==> src/rtl/instr_fetch_unit.sv <==
// Instruction fetch stage: owns the PC, issues single-outstanding word reads,
// buffers returned words in a small FIFO and hands them downstream with a
// valid/ready handshake. Fetching stops on the halt sentinel opcode.
module instr_fetch_unit #(
  parameter logic [31:0] RESET_PC   = 32'h0000_0000,
  parameter int unsigned FIFO_DEPTH = 4,
  parameter int unsigned PC_STEP    = 4
) (
  input  logic        clk,
  input  logic        rst_n,
  input  logic        start,
  output logic        imem_req,
  output logic [31:0] imem_addr,
  input  logic [31:0] imem_rdata,
  input  logic        imem_rvalid,
  output logic [31:0] instr_out,
  output logic [31:0] pc_out,
  output logic        instr_valid,
  input  logic        instr_ready,
  output logic        busy,
  output logic        halted
);

  localparam int unsigned PTR_W = $clog2(FIFO_DEPTH);
  localparam int unsigned CNT_W = PTR_W + 1;
  localparam logic [5:0]        HALT_OPC = 6'b111111;
  localparam logic [31:0]       PC_INC   = 32'(PC_STEP);
  localparam logic [CNT_W-1:0]  DEPTH_C  = CNT_W'(FIFO_DEPTH);

  typedef enum logic [1:0] {
    S_IDLE       = 2'd0,
    S_FETCH      = 2'd1,
    S_WAIT_SPACE = 2'd2,
    S_HALT       = 2'd3
  } state_e;

  state_e             state_q, state_d;
  logic [31:0]        pc_q, pc_d;
  logic               outstanding_q, outstanding_d;
  logic               imem_req_q, imem_req_d;
  logic [31:0]        imem_addr_q, imem_addr_d;
  logic [PTR_W-1:0]   wr_ptr_q, wr_ptr_d;
  logic [PTR_W-1:0]   rd_ptr_q, rd_ptr_d;
  logic [CNT_W-1:0]   count_q, count_d;
  logic [31:0]        instr_out_q, instr_out_d;
  logic [31:0]        pc_out_q, pc_out_d;
  logic               instr_valid_q, instr_valid_d;
  logic               busy_q, busy_d;
  logic               halted_q, halted_d;

  logic [31:0]        instr_mem_q [FIFO_DEPTH];
  logic [31:0]        pc_mem_q    [FIFO_DEPTH];

  logic               rsp_take;
  logic               is_sentinel;
  logic               push;
  logic               pop;
  logic               req_pending;
  logic               flush;
  logic               issue;

  // Response classification and handshake decode
  assign rsp_take    = imem_rvalid && outstanding_q;
  assign is_sentinel = rsp_take && (imem_rdata[31:26] == HALT_OPC);
  assign push        = rsp_take && !is_sentinel && !flush;
  assign pop         = (count_q != '0) && instr_ready;
  // A request whose data arrives this cycle no longer blocks the next issue
  assign req_pending = outstanding_q && !imem_rvalid;

  // Next-state logic for control FSM, PC, request port and FIFO bookkeeping
  always_comb begin
    state_d       = state_q;
    pc_d          = pc_q;
    outstanding_d = outstanding_q;
    imem_req_d    = 1'b0;
    imem_addr_d   = imem_addr_q;
    wr_ptr_d      = wr_ptr_q;
    rd_ptr_d      = rd_ptr_q;
    count_d       = count_q;
    instr_out_d   = instr_out_q;
    pc_out_d      = pc_out_q;
    flush         = 1'b0;
    issue         = 1'b0;

    if (rsp_take) begin
      outstanding_d = 1'b0;
    end

    case (state_q)
      S_IDLE: begin
        if (start) begin
          pc_d    = RESET_PC;
          state_d = S_FETCH;
        end
      end
      S_FETCH: begin
        if (is_sentinel) begin
          state_d = S_HALT;
        end else if (!req_pending) begin
          // The in-flight word still counts against buffer space
          if ((count_q + CNT_W'(outstanding_q)) < DEPTH_C) begin
            issue = 1'b1;
          end else begin
            state_d = S_WAIT_SPACE;
          end
        end
      end
      S_WAIT_SPACE: begin
        if (pop) begin
          state_d = S_FETCH;
        end
      end
      S_HALT: begin
        if (start) begin
          flush   = 1'b1;
          pc_d    = RESET_PC;
          state_d = S_FETCH;
        end
      end
      default: begin
        state_d = S_IDLE;
      end
    endcase

    if (issue) begin
      imem_req_d    = 1'b1;
      imem_addr_d   = pc_q;
      pc_d          = pc_q + PC_INC;
      outstanding_d = 1'b1;
    end

    if (flush) begin
      wr_ptr_d = '0;
      rd_ptr_d = '0;
      count_d  = '0;
    end else begin
      if (push) begin
        wr_ptr_d = wr_ptr_q + PTR_W'(1);
      end
      if (pop) begin
        rd_ptr_d = rd_ptr_q + PTR_W'(1);
      end
      count_d = count_q + CNT_W'(push) - CNT_W'(pop);
      // Head register: the incoming word if it lands in an otherwise empty
      // buffer, else the entry at the new read pointer; hold when empty
      if (count_d != '0) begin
        if (count_q == CNT_W'(pop)) begin
          instr_out_d = imem_rdata;
          pc_out_d    = imem_addr_q;
        end else begin
          instr_out_d = instr_mem_q[rd_ptr_d];
          pc_out_d    = pc_mem_q[rd_ptr_d];
        end
      end
    end

    instr_valid_d = (count_d != '0);
    busy_d        = (state_d == S_FETCH) || (state_d == S_WAIT_SPACE);
    halted_d      = (state_d == S_HALT);
  end

  // Control and output registers
  always_ff @(posedge clk or negedge rst_n) begin
    if (!rst_n) begin
      state_q       <= S_IDLE;
      pc_q          <= RESET_PC;
      outstanding_q <= 1'b0;
      imem_req_q    <= 1'b0;
      imem_addr_q   <= '0;
      wr_ptr_q      <= '0;
      rd_ptr_q      <= '0;
      count_q       <= '0;
      instr_out_q   <= '0;
      pc_out_q      <= '0;
      instr_valid_q <= 1'b0;
      busy_q        <= 1'b0;
      halted_q      <= 1'b0;
    end else begin
      state_q       <= state_d;
      pc_q          <= pc_d;
      outstanding_q <= outstanding_d;
      imem_req_q    <= imem_req_d;
      imem_addr_q   <= imem_addr_d;
      wr_ptr_q      <= wr_ptr_d;
      rd_ptr_q      <= rd_ptr_d;
      count_q       <= count_d;
      instr_out_q   <= instr_out_d;
      pc_out_q      <= pc_out_d;
      instr_valid_q <= instr_valid_d;
      busy_q        <= busy_d;
      halted_q      <= halted_d;
    end
  end

  // Buffer storage; contents are only meaningful under count_q
  always_ff @(posedge clk) begin
    if (push) begin
      instr_mem_q[wr_ptr_q] <= imem_rdata;
      pc_mem_q[wr_ptr_q]    <= imem_addr_q;
    end
  end

  assign imem_req    = imem_req_q;
  assign imem_addr   = imem_addr_q;
  assign instr_out   = instr_out_q;
  assign pc_out      = pc_out_q;
  assign instr_valid = instr_valid_q;
  assign busy        = busy_q;
  assign halted      = halted_q;

endmodule

==> config.mk <==
export PLATFORM = sky130hd
export DESIGN_NAME = instr_fetch_unit
export DESIGN_NICKNAME = d
export VERILOG_FILES = /design/src/rtl/instr_fetch_unit.sv
export SDC_FILE = /design/constraint.sdc
export NUM_CORES = 1
export LEC_CHECK = 0
export CAP_MARGIN = 5
export CORE_UTILIZATION = 52
export DETAILED_ROUTE_END_ITERATION = 12
export GPL_TIMING_DRIVEN = 0
export MAX_ROUTING_LAYER = met4
export PLACE_DENSITY = 0.76
export SLEW_MARGIN = 30
export SYNTH_ARGS = -nofsm -noshare
export SYNTH_HDL_FRONTEND = slang
export SYNTH_SLANG_ARGS = --single-unit
==> constraint.sdc <==
create_clock -name clk -period 3.48 [get_ports clk]
set_clock_uncertainty 0.15 [all_clocks]
set_input_delay 0.696 -clock clk [delete_from_list [all_inputs] [get_ports clk]]
set_output_delay 0.696 -clock clk [all_outputs]
set_load 0.005 [all_outputs]
==> impl_results.md <==
- Avg Inst Size Synth: 12.24 sq um
- Vias per Instance: 6.132
- Number of global-route vias before repair: 11,520
- Minimum clock period: 3.498 ns
- Predominant post-synthesis flop cell: sky130_fd_sc_hd__edfxtp_1
- Num Clock Sinks: 384
- CORE AREA: 29,720 sq um
- Setup-failing EPs final: 11
- Clock-pin transition on the worst setup and hold timing paths: 0.07 ns
- Clock tree from TritonCTS: done
- Number of remaining DRC errors: 0
- Cell with the most instances after synthesis: sky130_fd_sc_hd__nand2_1
- Post-synthesis cell type count: 53
- Violations in the final reports: negative setup slack
- Library cell with the largest summed area after synthesis: sky130_fd_sc_hd__edfxtp_1
- CTS Buf Count: 39
- IR drop worst, VDD: 0.7711 mV
- Warning count from the yosys run: 0
- Post-synthesis instance area: 15,710 sq um
- Number of ports placed on the die boundary: 137
- Area enclosed by the die boundary: 30,910 sq um
- Number of H-tree branching levels: 2
- Number of storage elements in the synthesis netlist: 384
- Leakage dissipation: 7.510 nW
- Top fanout value on the critical path: 10
- Placement row count: 63
- Result of the run: finished with violations
- Synth Instances: 1,283
- Relative contribution of combinational cells to total power: 0.462
- Fin. max-slew vios: 0
- Post-detail-place hpwl: 25,230 um
- Via count: 11,690
- CTS root buf: sky130_fd_sc_hd__clkbuf_16
- Max transition margin: 0.3172
- Final net count: 1,535
- # port buffers: 132
- Type of destination of the critical path: flip-flop
- Final Hold Violating Endpoints: 0
- Required time at the worst-slack endpoint: 3.72 ns
- Most area-consuming cells after synthesis: sky130_fd_sc_hd__edfxtp_1 47%, sky130_fd_sc_hd__dfrtp_1 22%, sky130_fd_sc_hd__nand2_1 6.7%
- Switching share of power: 0.3782
- Share of synthesized registers carrying an async set or reset: 0.3542
- Largest net degree at the start of global routing: 74
- Clock network fraction of total power: 0.224
- Post-route clock period utilization: 1.005
- Worst-case hold slack: 0.02031 ns
- Area share of the leading cell type in the synthesized netlist: 0.4740
- Net switching power: 7.498 mW
- Global-route usage over all layers: 0.2772
- Max clock buf depth: 3
- Highest Clock Rate: 285.9 MHz
- Area added between synthesis and finish: 23.32%
- DR WL/cell: 21.57 um
- Cell Pwr Density: 1023 nW/um^2
- Class of the worst hold path: input port to async pin
- Minimum setup slack in the final design: -0.01777 ns
- Grt ovf: 0
- Worst endpoint data arrival time: 3.74 ns
- Initial antenna violation count: 0
- Reg power frac: 0.314
- Transition time of the tightest slew-check pin: 1.016 ns
- Sum of routed wire length over all layers: 41,120 um
- RSZ-0062 raised after global routing: true
- Post-synth EDFFs: 248
- Die height: 175.8 um
- First-pass GRT wire length: 64,130 um
- Sequential cell area fraction in the yosys report: 0.6907
- Fraction of final layout cells with drive strength greater than 1: 0.09894
- Number of detailed-routing iterations run before antenna repair: 5
- Hold Buf Count CTS: 0
- Utilization of the core after routing: 0.6519
- Internal Power: 12.33 mW
- Max-cap violations: 0
- Final GP Congestion: 0.9020
- Critical path start-end classification: input port to flip-flop
- Die X: 175.8 um
- Post-layout total power: 19.82 mW
- Remaining antenna violation count after routing: 0
- Worst-skew pair later-pin latency: 0.52 ns
- # diodes: 0
- Starting density of the core: 0.5287
- Number of DRC violations after detailed-routing iteration 0: 1,274
- Kind of start point of the critical path: input port
- Commonest cells in the netlist: 281 x sky130_fd_sc_hd__nand2_1, 248 x sky130_fd_sc_hd__edfxtp_1, 142 x sky130_fd_sc_hd__nand3_1, 136 x sky130_fd_sc_hd__dfrtp_1, 132 x sky130_fd_sc_hd__nand4_1
placed cells by master, fill, tap and decap left out, drive strengths merged, types with 3 or more instances in the layout:
master and count:
nand2 281, edfxtp 248, nand3 142, dfrtp 136, nand4 132, clkdlybuf4s50 122
clkbuf 116, buf 68, o211a 62, o21ai 39, inv 20, a21oi 18
nor2 12, ha 11, nor3 9, a31oi 9, or3 8, and3 7
a21o 6, bufinv 6, nor4 6, clkinv 6, and2 5, o21a 4
a211oi 4, conb 4, xnor2 3, dlygate4sd2 3, o31ai 3
metrics by stage:
| stage | TNS, ns | setup WS [ns] | cells | cell area [sq um] |
|---|---|---|---|---|
| after floorplan | 0 | 0.02905 | 1286 | 15760 |
| after global placement | -1061.51 | -4.414 | 1808 | 17570 |
| after detailed placement | -93.22 | -1.413 | 1813 | 17700 |
| after CTS | 0 | 0.01189 | 1894 | 19220 |
| after global routing | -4.299 | -0.1207 | 1906 | 19370 |
| final | -0.09135 | -0.01777 | 1906 | 19370 |
worst max-delay path, stage by stage:
cell                      delay, ns
sky130_fd_sc_hd__buf_4         0.12
sky130_fd_sc_hd__nand4_1       0.17
sky130_fd_sc_hd__or2_4         0.30
sky130_fd_sc_hd__nand3_4       0.11
sky130_fd_sc_hd__nor2_4        0.04
sky130_fd_sc_hd__inv_2         0.05
sky130_fd_sc_hd__ha_4          0.18
sky130_fd_sc_hd__inv_1         0.06
sky130_fd_sc_hd__ha_2          0.16
sky130_fd_sc_hd__inv_2         0.04
sky130_fd_sc_hd__fa_2          0.38
sky130_fd_sc_hd__xnor3_2       0.31
sky130_fd_sc_hd__a31oi_4       0.25
sky130_fd_sc_hd__o21a_1        0.23
sky130_fd_sc_hd__buf_8         0.20
sky130_fd_sc_hd__buf_6         0.17
sky130_fd_sc_hd__nand4_1       0.10
sky130_fd_sc_hd__o211a_1       0.14
area by class of cell:
cell class	instances	area (sq um)
flip-flops and latches	384	10850
fillers	2191	10340
multi-input cells	790	4461
repair buffers	160	1648
clock buffers	58	1160
well taps	390	488.0
plain buffers	91	475.5
clock inverters	13	215.2
inverters	20	75.07
per-layer routing:
| metal | share of wire | wire length (um) | vias to the layer above | GRT usage |
|---|---|---|---|---|
| met2 | 0.49 | 20110 | 601 | 0.4443 |
| met4 | 0.030 | 1250 | 0 | 0.09022 |
| met5 | 0 | 0 | - | - |
| li1 | - | - | 5192 | - |
| met1 | 0.40 | 16620 | 5800 | 0.3677 |
| met3 | 0.076 | 3133 | 94 | 0.03766 |
flip-flops by register name (all words and copies together) (netlist names), 2 cells and up:
name,flops
imem_addr,30
instr_out,32
rd_ptr_q,2
count_q,3
pc_out,30
wr_ptr_q,2
instr_mem_q,128
pc_mem_q,120
state_q,2
pc_q,30
cell families (layout without fill, tap and decap cells):
| kind of cell | Yosys count | after routing | synth area share |
|---|---|---|---|
| other cells | 1 | 4 | 0.0002387 |
| mux | 2 | 2 | 0.001274 |
| fa+ha+maj | 12 | 12 | 0.01003 |
| flops | 384 | 384 | 0.6907 |
| compound gates | 158 | 158 | 0.07877 |
| simple gates | 609 | 609 | 0.1845 |
| xor+xnor | 5 | 5 | 0.003664 |
| buf+inv | 112 | 342 | 0.03082 |
power groups by stage:
stage          registers (mW)  clock network, mW  logic (mW)
3_3_place_gp             6.31                  0        8.01
2_1_floorplan            6.20                  0        5.23
3_5_place_dp             6.29                  0        8.28
5_1_grt                  6.27               4.65        9.87
4_1_cts                  6.21               4.46        8.83
6_report                 6.22               4.44        9.17
worst paths after layout:
kind                                 startpoint                           end  slack, ns  cells after the start
setup / recovery                 imem_rdata[30]     instr_out[15]$_DFFE_PN0P_      -0.02                     18
hold / removal                            rst_n         pc_out[9]$_DFFE_PN0P_       0.02                      1
setup reg to reg           count_q[1]$_DFF_PN0_     instr_out[15]$_DFFE_PN0P_       0.02                     15
hold reg to reg            pc_q[30]$_DFFE_PN0P_          pc_q[30]$_DFFE_PN0P_       0.36                      1
max in group asynchronous                 rst_n     imem_addr[29]$_DFFE_PN0P_       2.38                      2
min in group clk                 imem_rdata[28]  instr_mem_q[1][28]$_DFFE_PP_       0.24                      1
timing repair:
action,CTS,global route
gates cloned,2,1
gates resized for setup,44,23
pin swaps,8,7
setup endpoints to repair,63,61
buffers inserted,9,11
(Power assumes the default switching activity.)
